$ cat src/rtl/mem_rw_initiator.sv
// mem_rw_initiator: host valid/ready front end for the 8-bit parity memory port.
// Sequences single write strobes and RD_LATENCY-cycle read strobes. It returns
// read data with a parity-error flag. A response is held until the host accepts it.
// Optional build macro MEM_RW_INITIATOR_PERR_COUNT_EN compiles in the saturating
// parity-error counter. When the macro is undefined, err_count is tied to 0 and
// err_clr is ignored.
// RD_LATENCY legal range is 1..4.

module mem_rw_initiator #(
    parameter int unsigned RD_LATENCY = 1,
    parameter int unsigned CNT_W      = 16
) (
    input  logic             clk,
    input  logic             rst,
    input  logic             req_valid,
    output logic             req_ready,
    input  logic             req_write,
    input  logic [15:0]      req_addr,
    input  logic [7:0]       req_wdata,
    output logic             rsp_valid,
    input  logic             rsp_ready,
    output logic [7:0]       rsp_rdata,
    output logic             rsp_perr,
    output logic             mem_write,
    output logic             mem_read,
    output logic [15:0]      mem_address,
    output logic [7:0]       mem_data_in,
    input  logic [8:0]       mem_data_out,
    input  logic             err_clr,
    output logic [CNT_W-1:0] err_count
);

    localparam int unsigned LAT_W  = 2;
    localparam int unsigned ADDR_W = 16;
    localparam int unsigned DATA_W = 8;

    typedef enum logic [1:0] {
        IDLE      = 2'd0,
        WRITE     = 2'd1,
        READ_WAIT = 2'd2,
        RESP      = 2'd3
    } state_t;

    state_t              state_q,       state_d;
    logic [LAT_W-1:0]    lat_cnt_q,     lat_cnt_d;
    logic                req_ready_q,   req_ready_d;
    logic                mem_write_q,   mem_write_d;
    logic                mem_read_q,    mem_read_d;
    logic [ADDR_W-1:0]   mem_address_q, mem_address_d;
    logic [DATA_W-1:0]   mem_data_in_q, mem_data_in_d;
    logic                rsp_valid_q,   rsp_valid_d;
    logic [DATA_W-1:0]   rsp_rdata_q,   rsp_rdata_d;
    logic                rsp_perr_q,    rsp_perr_d;

    logic                capture_c;
    logic                perr_c;

    // Last READ_WAIT cycle: memory data is valid on the closing edge.
    assign capture_c = (state_q == READ_WAIT) && (lat_cnt_q == LAT_W'(RD_LATENCY - 1));
    // Stored parity bit against recomputed parity of the data byte.
    assign perr_c    = mem_data_out[8] ^ (^mem_data_out[7:0]);

    // Next-state and registered-output computation.
    always_comb begin
        state_d       = state_q;
        lat_cnt_d     = lat_cnt_q;
        req_ready_d   = req_ready_q;
        mem_write_d   = mem_write_q;
        mem_read_d    = mem_read_q;
        mem_address_d = mem_address_q;
        mem_data_in_d = mem_data_in_q;
        rsp_valid_d   = rsp_valid_q;
        rsp_rdata_d   = rsp_rdata_q;
        rsp_perr_d    = rsp_perr_q;

        unique case (state_q)
            IDLE: begin
                if (req_valid && req_ready_q) begin
                    req_ready_d   = 1'b0;
                    mem_address_d = req_addr;
                    lat_cnt_d     = '0;
                    if (req_write) begin
                        state_d       = WRITE;
                        mem_write_d   = 1'b1;
                        mem_data_in_d = req_wdata;
                    end else begin
                        state_d    = READ_WAIT;
                        mem_read_d = 1'b1;
                    end
                end
            end
            WRITE: begin
                state_d     = IDLE;
                mem_write_d = 1'b0;
                req_ready_d = 1'b1;
            end
            READ_WAIT: begin
                if (capture_c) begin
                    state_d     = RESP;
                    lat_cnt_d   = '0;
                    mem_read_d  = 1'b0;
                    rsp_valid_d = 1'b1;
                    rsp_rdata_d = mem_data_out[7:0];
                    rsp_perr_d  = perr_c;
                end else begin
                    lat_cnt_d = lat_cnt_q + LAT_W'(1);
                end
            end
            RESP: begin
                if (rsp_ready) begin
                    state_d     = IDLE;
                    rsp_valid_d = 1'b0;
                    req_ready_d = 1'b1;
                end
            end
            default: begin
                state_d     = IDLE;
                mem_write_d = 1'b0;
                mem_read_d  = 1'b0;
                rsp_valid_d = 1'b0;
                req_ready_d = 1'b1;
            end
        endcase
    end

    // State and output registers with synchronous reset.
    always_ff @(posedge clk) begin
        if (rst) begin
            state_q       <= IDLE;
            lat_cnt_q     <= '0;
            req_ready_q   <= 1'b1;
            mem_write_q   <= 1'b0;
            mem_read_q    <= 1'b0;
            mem_address_q <= '0;
            mem_data_in_q <= '0;
            rsp_valid_q   <= 1'b0;
            rsp_rdata_q   <= '0;
            rsp_perr_q    <= 1'b0;
        end else begin
            state_q       <= state_d;
            lat_cnt_q     <= lat_cnt_d;
            req_ready_q   <= req_ready_d;
            mem_write_q   <= mem_write_d;
            mem_read_q    <= mem_read_d;
            mem_address_q <= mem_address_d;
            mem_data_in_q <= mem_data_in_d;
            rsp_valid_q   <= rsp_valid_d;
            rsp_rdata_q   <= rsp_rdata_d;
            rsp_perr_q    <= rsp_perr_d;
        end
    end

    assign req_ready   = req_ready_q;
    assign mem_write   = mem_write_q;
    assign mem_read    = mem_read_q;
    assign mem_address = mem_address_q;
    assign mem_data_in = mem_data_in_q;
    assign rsp_valid   = rsp_valid_q;
    assign rsp_rdata   = rsp_rdata_q;
    assign rsp_perr    = rsp_perr_q;

`ifdef MEM_RW_INITIATOR_PERR_COUNT_EN
    logic [CNT_W-1:0] err_count_q, err_count_d;

    // Saturating error count; clear wins over a same-cycle increment.
    always_comb begin
        err_count_d = err_count_q;
        if (err_clr) begin
            err_count_d = '0;
        end else if (capture_c && perr_c && (err_count_q != {CNT_W{1'b1}})) begin
            err_count_d = err_count_q + CNT_W'(1);
        end
    end

    // Error count register.
    always_ff @(posedge clk) begin
        if (rst) begin
            err_count_q <= '0;
        end else begin
            err_count_q <= err_count_d;
        end
    end

    assign err_count = err_count_q;
`else
    logic err_clr_unused;

    assign err_clr_unused = err_clr;
    assign err_count      = '0;
`endif

endmodule

$ cat config.mk
export PLATFORM = sky130hd
export DESIGN_NAME = mem_rw_initiator
export DESIGN_NICKNAME = d
export VERILOG_FILES = /design/src/rtl/mem_rw_initiator.sv
export SDC_FILE = /design/constraint.sdc
export NUM_CORES = 1
export LEC_CHECK = 0
export BUFFER_PORTS_ARGS = -buffer_cell sky130_fd_sc_hd__buf_4
export CAP_MARGIN = 25
export CORE_UTILIZATION = 48
export DETAILED_ROUTE_END_ITERATION = 12
export PLACE_DENSITY = 0.84
export SYNTH_ARGS = -nofsm -noshare
export SYNTH_HDL_FRONTEND = slang
export SYNTH_SLANG_ARGS = --single-unit
$ cat constraint.sdc
create_clock -name clk -period 3.4 [get_ports clk]
set_clock_uncertainty 0.05 [all_clocks]
set_input_delay 0.68 -clock clk [delete_from_list [all_inputs] [get_ports clk]]
set_output_delay 0.68 -clock clk [all_outputs]
set_load 0.05 [all_outputs]
==> results of run 1 <==
==> layout by cell type (no fill, tap or decap), drive strengths merged, types with 2 or more instances in the layout <==
master,netlist,routed
a21oi,22,22
a31oi,2,2
buf,22,74
clkbuf,5,7
conb,1,16
dfxtp,41,41
inv,5,5
mux2i,16,16
nand2,36,36
nand2b,3,3
nand3b,5,5
nor2,25,25
nor3,3,3
xnor2,3,3
xor2,2,2
==> stage by stage <==
stage	instance area [um2]	hold WS, ns	worst slack [ns]	total power (uW)	cells
2_1_floorplan	1820	0.398	1.64	821	216
3_3_place_gp	2250	0.392	1.58	901	309
6_report	2340	0.413	1.64	1220	317
3_5_place_dp	2250	0.401	1.58	906	309
4_1_cts	2340	0.417	1.61	1230	317
5_1_grt	2340	0.444	1.51	1290	317
==> report_power, final <==
group          switching [uW]  internal, uW
clock network             149           176
registers                24.8           515
logic                     237           117
==> cell usage after synthesis <==
cell type / instances / share of area
dfxtp_1: 41 / 0.47
nand2_1: 36 / 0.077
nor2_1: 24 / 0.051
a21oi_1: 22 / 0.063
buf_4: 16 / 0.068
mux2i_1: 16 / 0.091
buf_2: 5 / 0.014
clkbuf_1: 5 / 0.011
inv_1: 5 / 0.011
nand3b_1: 4 / 0.017
nand2b_1: 3 / 0.011
xnor2_1: 3 / 0.015
a31oi_1: 2 / 0.0071
nor3_1: 2 / 0.0057
xor2_1: 2 / 0.010
a211oi_1: 1 / 0.0043
a21boi_0: 1 / 0.0043
buf_6: 1 / 0.0064
conb_1: 1 / 0.0021
ha_1: 1 / 0.0071
nand3_1: 1 / 0.0028
nand3b_4: 1 / 0.011
nor2_2: 1 / 0.0036
nor3_4: 1 / 0.0092
o211ai_1: 1 / 0.0043
o21a_1: 1 / 0.0043
o21ai_0: 1 / 0.0028
o22ai_1: 1 / 0.0036
or2_2: 1 / 0.0036
xnor3_1: 1 / 0.013
==> layout make-up <==
class	count	area [um2]
Fill cell	301	1080
Sequential cell	41	821
Multi-Input combinational cell	143	801
Timing Repair Buffer	74	556
Tap cell	46	57.6
Clock buffer	7	55.1
Clock inverter	1	30.0
Inverter	5	18.8
==> state kept, by name, summed over array words and instances (netlist names) <==
signal and cells:
mem_address 16, mem_data_in 8, rsp_rdata 8, lat_cnt_q 2
state_q 2, mem_read 1, mem_write 1, req_ready 1
rsp_perr 1, rsp_valid 1
==> cells by family (layout without fill, tap and decap cells) <==
group,Yosys count,in the layout
AOI/OAI and AO/OA,30,30
xor gates and xnor gates,6,6
adders and majority gates,1,1
muxes,16,16
other,1,16
buffers and inverters,32,87
and+or+nand+nor,74,74
DFF,41,41
==> routing by layer <==
metal | GRT usage | vias up | wire length (um)
met3 | 0.0803 | 5 | 322
met5 | 0 | - | 0
met2 | 0.314 | 63 | 1590
li1 | - | 767 | -
met1 | 0.202 | 657 | 1470
met4 | 0.0814 | 0 | 41
==> how the worst max path moves through the flow <==
stage	from	to	slack, ns
finish	req_ready	req_ready	1.64
global route	state_q[1]	rsp_perr	1.51
CTS	req_ready	req_ready	1.61
detailed placement	req_valid	mem_data_in[2]	1.58
global placement	req_valid	mem_address[12]	1.58
floorplan	req_ready	mem_address[0]	1.64
==> worst reg2reg max path: cells and delay by family (launching register included) <==
kind,cells,cell delay [ns]
compound gates,1,0.15
simple gates,3,0.91
flops,1,0.54
==> results.sh, run 1 <==
export IMPL_drt_initial_drc_count=55
export IMPL_finalWirelength_um=3430
export IMPL_clk_latency_ns=0.34
export IMPL_rows=21
export IMPL_cts_setup_buffers=0
export IMPL_initial_core_util=0.515
export IMPL_slew_viol_final=0
export IMPL_ant_nets=0
export IMPL_dieArea_um2=3910
export IMPL_worstSetupPathType="reg -> out"
export IMPL_min_path_type="reg -> reg"
export IMPL_synthSimpleGateAreaFrac=0.192
export IMPL_syn_area_um2=1760
export IMPL_numCtsBuffers=5
export IMPL_fin_crit_sh=0.517
export IMPL_drv_cap=0
export IMPL_cpPeakStageDelay_ns=0.45
export IMPL_grt_max_degree=43
export IMPL_chipHeight_um=62.5
export IMPL_ys_warn_count=0
export IMPL_min_period_ns=1.76
export IMPL_crit_required_ns=2.67
export IMPL_synth_xor_area_share=0.0377
export IMPL_htreeDepth=2
export IMPL_synthMuxAreaShare=0.0910
export IMPL_status="complete, no violations"
export IMPL_timing_fmax_mhz=569
export IMPL_start_kind="flip-flop"
export IMPL_clockBufferDepth=2
export IMPL_hold_buffers=0
export IMPL_dr_pass1_iters=4
export IMPL_p_per_area_nw_per_um2=521
export IMPL_rsz0062_at_grt="no"
export IMPL_slew_headroom=0.585
export IMPL_final_util=0.685
export IMPL_synth_seq_cells=41
export IMPL_syn_inst=201
export IMPL_syn_to_final_growth_pct=32.9
export IMPL_root_buffer="clkbuf_4"
export IMPL_grt_pass1_wl_um=5820
export IMPL_worstReg2RegStart="state_q[1]"
export IMPL_vias=1492
export IMPL_postSynthAreaPerCell_um2=8.75
export IMPL_io_buffers=74
export IMPL_nNetsFinal=310
export IMPL_min_from="mem_address[11]"
export IMPL_critPathBufInv=1
export IMPL_synth_compound_area_frac=0.0932
export IMPL_hold_violations=0
export IMPL_fin_tns_setup_ns=0
export IMPL_ir_worst_vdd_mv=0.355
export IMPL_ys_types=30
export IMPL_clkTransAtPathRegs_ns=0.11
export IMPL_worst_slew_pin_transition_ns=0.621
export IMPL_cp_slowest_cell="dfxtp_1"
export IMPL_worst_r2r_path_depth=4
export IMPL_r2r_slack_ns=1.70
export IMPL_path_delay_family="flip-flops"
export IMPL_reg2reg_to="rsp_perr"
export IMPL_clock_sinks=41
export IMPL_synth_top_family_by_area="simple AND/OR/NAND/NOR gates"
export IMPL_routedWlPerCell_um=10.8
export IMPL_post_route_drc_count=0
export IMPL_via_per_inst=4.71
export IMPL_place_congestion=0.803
export IMPL_hold_end="mem_address[11]"
export IMPL_min_path_cells=2
export IMPL_core_um2=3420
export IMPL_cts_resized=0
export IMPL_cp_max_fo=5
export IMPL_cp_end_kind="output port"
export IMPL_grt_overflow=0
export IMPL_grt_util_all_layers=0.186
export IMPL_setup_viol_count_final=0
export IMPL_layout_drive_gt1_share=0.314
export IMPL_leakagePower_uw=0.00112
export IMPL_num_antenna_cells=0
export IMPL_worst_ep_arrival_time_ns=1.03
export IMPL_chipWidth_um=62.5
export IMPL_ios=92
export IMPL_synth_adder_area_share=0.00711
export IMPL_grt_pass1_vias=1349
export IMPL_ys_seq_area_frac=0.467
export IMPL_critical_path_depth=1
export IMPL_cp_cell_sequence="buf_4"
export IMPL_cts_tree="built"
export IMPL_dp_hpwl_um=2430
export IMPL_grt_antenna_before_repair=0
Power figures use the tool's default switching activity.
==> run 2: changes to the inputs <==
--- a/config.mk
+++ b/config.mk
@@ -7,9 +7,9 @@
 export LEC_CHECK = 0
 export BUFFER_PORTS_ARGS = -buffer_cell sky130_fd_sc_hd__buf_4
 export CAP_MARGIN = 25
-export CORE_UTILIZATION = 48
+export CORE_UTILIZATION = 40
 export DETAILED_ROUTE_END_ITERATION = 12
-export PLACE_DENSITY = 0.84
+export PLACE_DENSITY = 0.75
 export SYNTH_ARGS = -nofsm -noshare
 export SYNTH_HDL_FRONTEND = slang
 export SYNTH_SLANG_ARGS = --single-unit
==> constraint.sdc (replaced) <==
create_clock -name clk -period 1.5 [get_ports clk]
set_clock_uncertainty 0.05 [all_clocks]
set_input_delay 0.3 -clock clk [delete_from_list [all_inputs] [get_ports clk]]
set_output_delay 0.3 -clock clk [all_outputs]
set_load 0.05 [all_outputs]
==> results.sh, run 2 (synthesized netlist as in run 1, its figures left out) <==
export IMPL_drt_initial_drc_count=29
export IMPL_slew_viol_final=0
export IMPL_finalWirelength_um=3580
export IMPL_grt_pass1_vias=1302
export IMPL_worstSetupPathType="reg -> reg"
export IMPL_hold_violations=0
export IMPL_leakagePower_uw=0.00116
export IMPL_dp_cells=320
export IMPL_hold_buffers=0
export IMPL_switching_share=0.343
export IMPL_num_antenna_cells=0
export IMPL_p_switching_uw=957
export IMPL_chipWidth_um=68.3
export IMPL_dp_hpwl_um=2640
export IMPL_start_kind="flip-flop"
export IMPL_setup_viol_count_final=0
export IMPL_p_int_uw=1830
export IMPL_clk_latency_ns=0.28
export IMPL_min_path_type="in -> reg"
export IMPL_worst_hold_slack_ns=0.200
export IMPL_cp_cell_sequence="inv_1, ha_2, nand3b_1, buf_12, nor2_1, nand2_1, o211ai_1"
export IMPL_cts_setup_buffers=0
export IMPL_cts_tree="built"
export IMPL_cp_max_fo=11
export IMPL_dieArea_um2=4670
export IMPL_clkPwrFrac=0.260
export IMPL_grt_antenna_before_repair=0
export IMPL_chipHeight_um=68.3
export IMPL_clockBufferDepth=2
export IMPL_root_buffer="clkbuf_8"
export IMPL_layout_commonest_cell="buf_4"
export IMPL_ios=92
export IMPL_ant_nets=0
export IMPL_p_per_area_nw_per_um2=1150
export IMPL_initial_core_util=0.427
export IMPL_min_period_ns=1.34
export IMPL_r2r_slack_ns=0.16
export IMPL_comb_power_share=0.305
export IMPL_status="complete, no violations"
export IMPL_vias=1506
export IMPL_timing_fmax_mhz=744
export IMPL_place_area_um2=2340
export IMPL_grt_overflow=0
export IMPL_grt_pass1_wl_um=5370
export IMPL_p_seq_frac=0.435
export IMPL_ir_worst_vdd_mv=0.555
export IMPL_cp_slowest_cell="dfxtp_1"
export IMPL_layout_drive_gt1_share=0.339
export IMPL_grt_util_all_layers=0.154
export IMPL_cp_end_kind="flip-flop"
export IMPL_fin_tns_setup_ns=0
export IMPL_clock_sinks=41
export IMPL_numCtsBuffers=5
export IMPL_drv_cap=0
export IMPL_dr_pass1_iters=4
export IMPL_worst_ep_arrival_time_ns=1.51
export IMPL_final_cells=327
export IMPL_core_um2=4120
export IMPL_final_cell_mix="buf_4 (79), dfxtp_1 (40), nand2_1 (36), nor2_1 (24), a21oi_1 (22)"
export IMPL_power_total_uw=2790
export IMPL_rsz0062_at_grt="no"
export IMPL_routedWlPerCell_um=10.9
export IMPL_cpPeakStageDelay_ns=0.33
export IMPL_syn_to_final_growth_pct=38.2
export IMPL_post_route_drc_count=0
export IMPL_cts_resized=0
export IMPL_htreeDepth=2
export IMPL_fin_crit_sh=0.896
export IMPL_via_per_inst=4.61
export IMPL_fin_area_um2=2430
export IMPL_nNetsFinal=317
export IMPL_place_congestion=0.759
export IMPL_crit_required_ns=1.66
export IMPL_grt_max_degree=31
export IMPL_rows=23
export IMPL_clkTransAtPathRegs_ns=0.08
export IMPL_io_buffers=74
export IMPL_largest_reg_flops=16
==> run 2: cell types whose count changed in the layout (fill, tap and decap cells not counted), moves of 2 or more <==
cell / delta
buf_12: +2
clkbuf_8: +5
clkbuf_4: -5
buf_4: +5
==> run 2: critical path: cells and delay by family (launching register included) <==
family | cells | cell delay (ns)
AO/OA/AOI/OAI | 1 | 0.14
adder cells (fa/ha/maj) | 1 | 0.20
buffers and inverters | 2 | 0.23
flip-flops | 1 | 0.33
AND/OR/NAND/NOR | 3 | 0.32
==> run 2: area by class of cell <==
| cell class | count | area, um2 |
|---|---|---|
| Inverter | 5 | 18.8 |
| Multi-Input combinational cell | 143 | 803 |
| Fill cell | 396 | 1680 |
| Clock buffer | 6 | 82.6 |
| Sequential cell | 41 | 825 |
| Tap cell | 50 | 62.6 |
| Clock inverter | 1 | 6.26 |
| Timing Repair Buffer | 81 | 633 |
==> run 2: worst paths after layout <==
path,from,to,depth (start not counted)
setup / recovery,lat_cnt_q[0],rsp_perr,7
hold / removal,req_wdata[7],mem_data_in[7],3
setup reg to reg,lat_cnt_q[0],rsp_perr,7
hold reg to reg,mem_address[1],mem_address[1],2
==> run 2: stage by stage <==
step | util | setup WS, ns
floorplan | - | 0.0634
global route | 0.591 | 0.0280
finish | 0.591 | 0.156
detailed placement | 0.569 | 0.123
global placement | 0.569 | 0.139
CTS | 0.590 | 0.133
==> run 2: power groups by stage <==
stage	clock, uW	sequential, uW	combinational (uW)
after global routing	811	1230	909
after CTS	762	1210	860
final	725	1210	851
after global placement	0	1240	850
after detailed placement	0	1240	859
after floorplan	0	1490	375
==> run 2: per-layer routing <==
| layer | wire [um] | global-route usage | vias to the layer above |
|---|---|---|---|
| met3 | 223 | 0.0450 | 5 |
| met2 | 1830 | 0.282 | 57 |
| li1 | - | - | 772 |
| met4 | 33 | 0.0547 | 0 |
| met5 | 0 | 0 | - |
| met1 | 1490 | 0.165 | 672 |
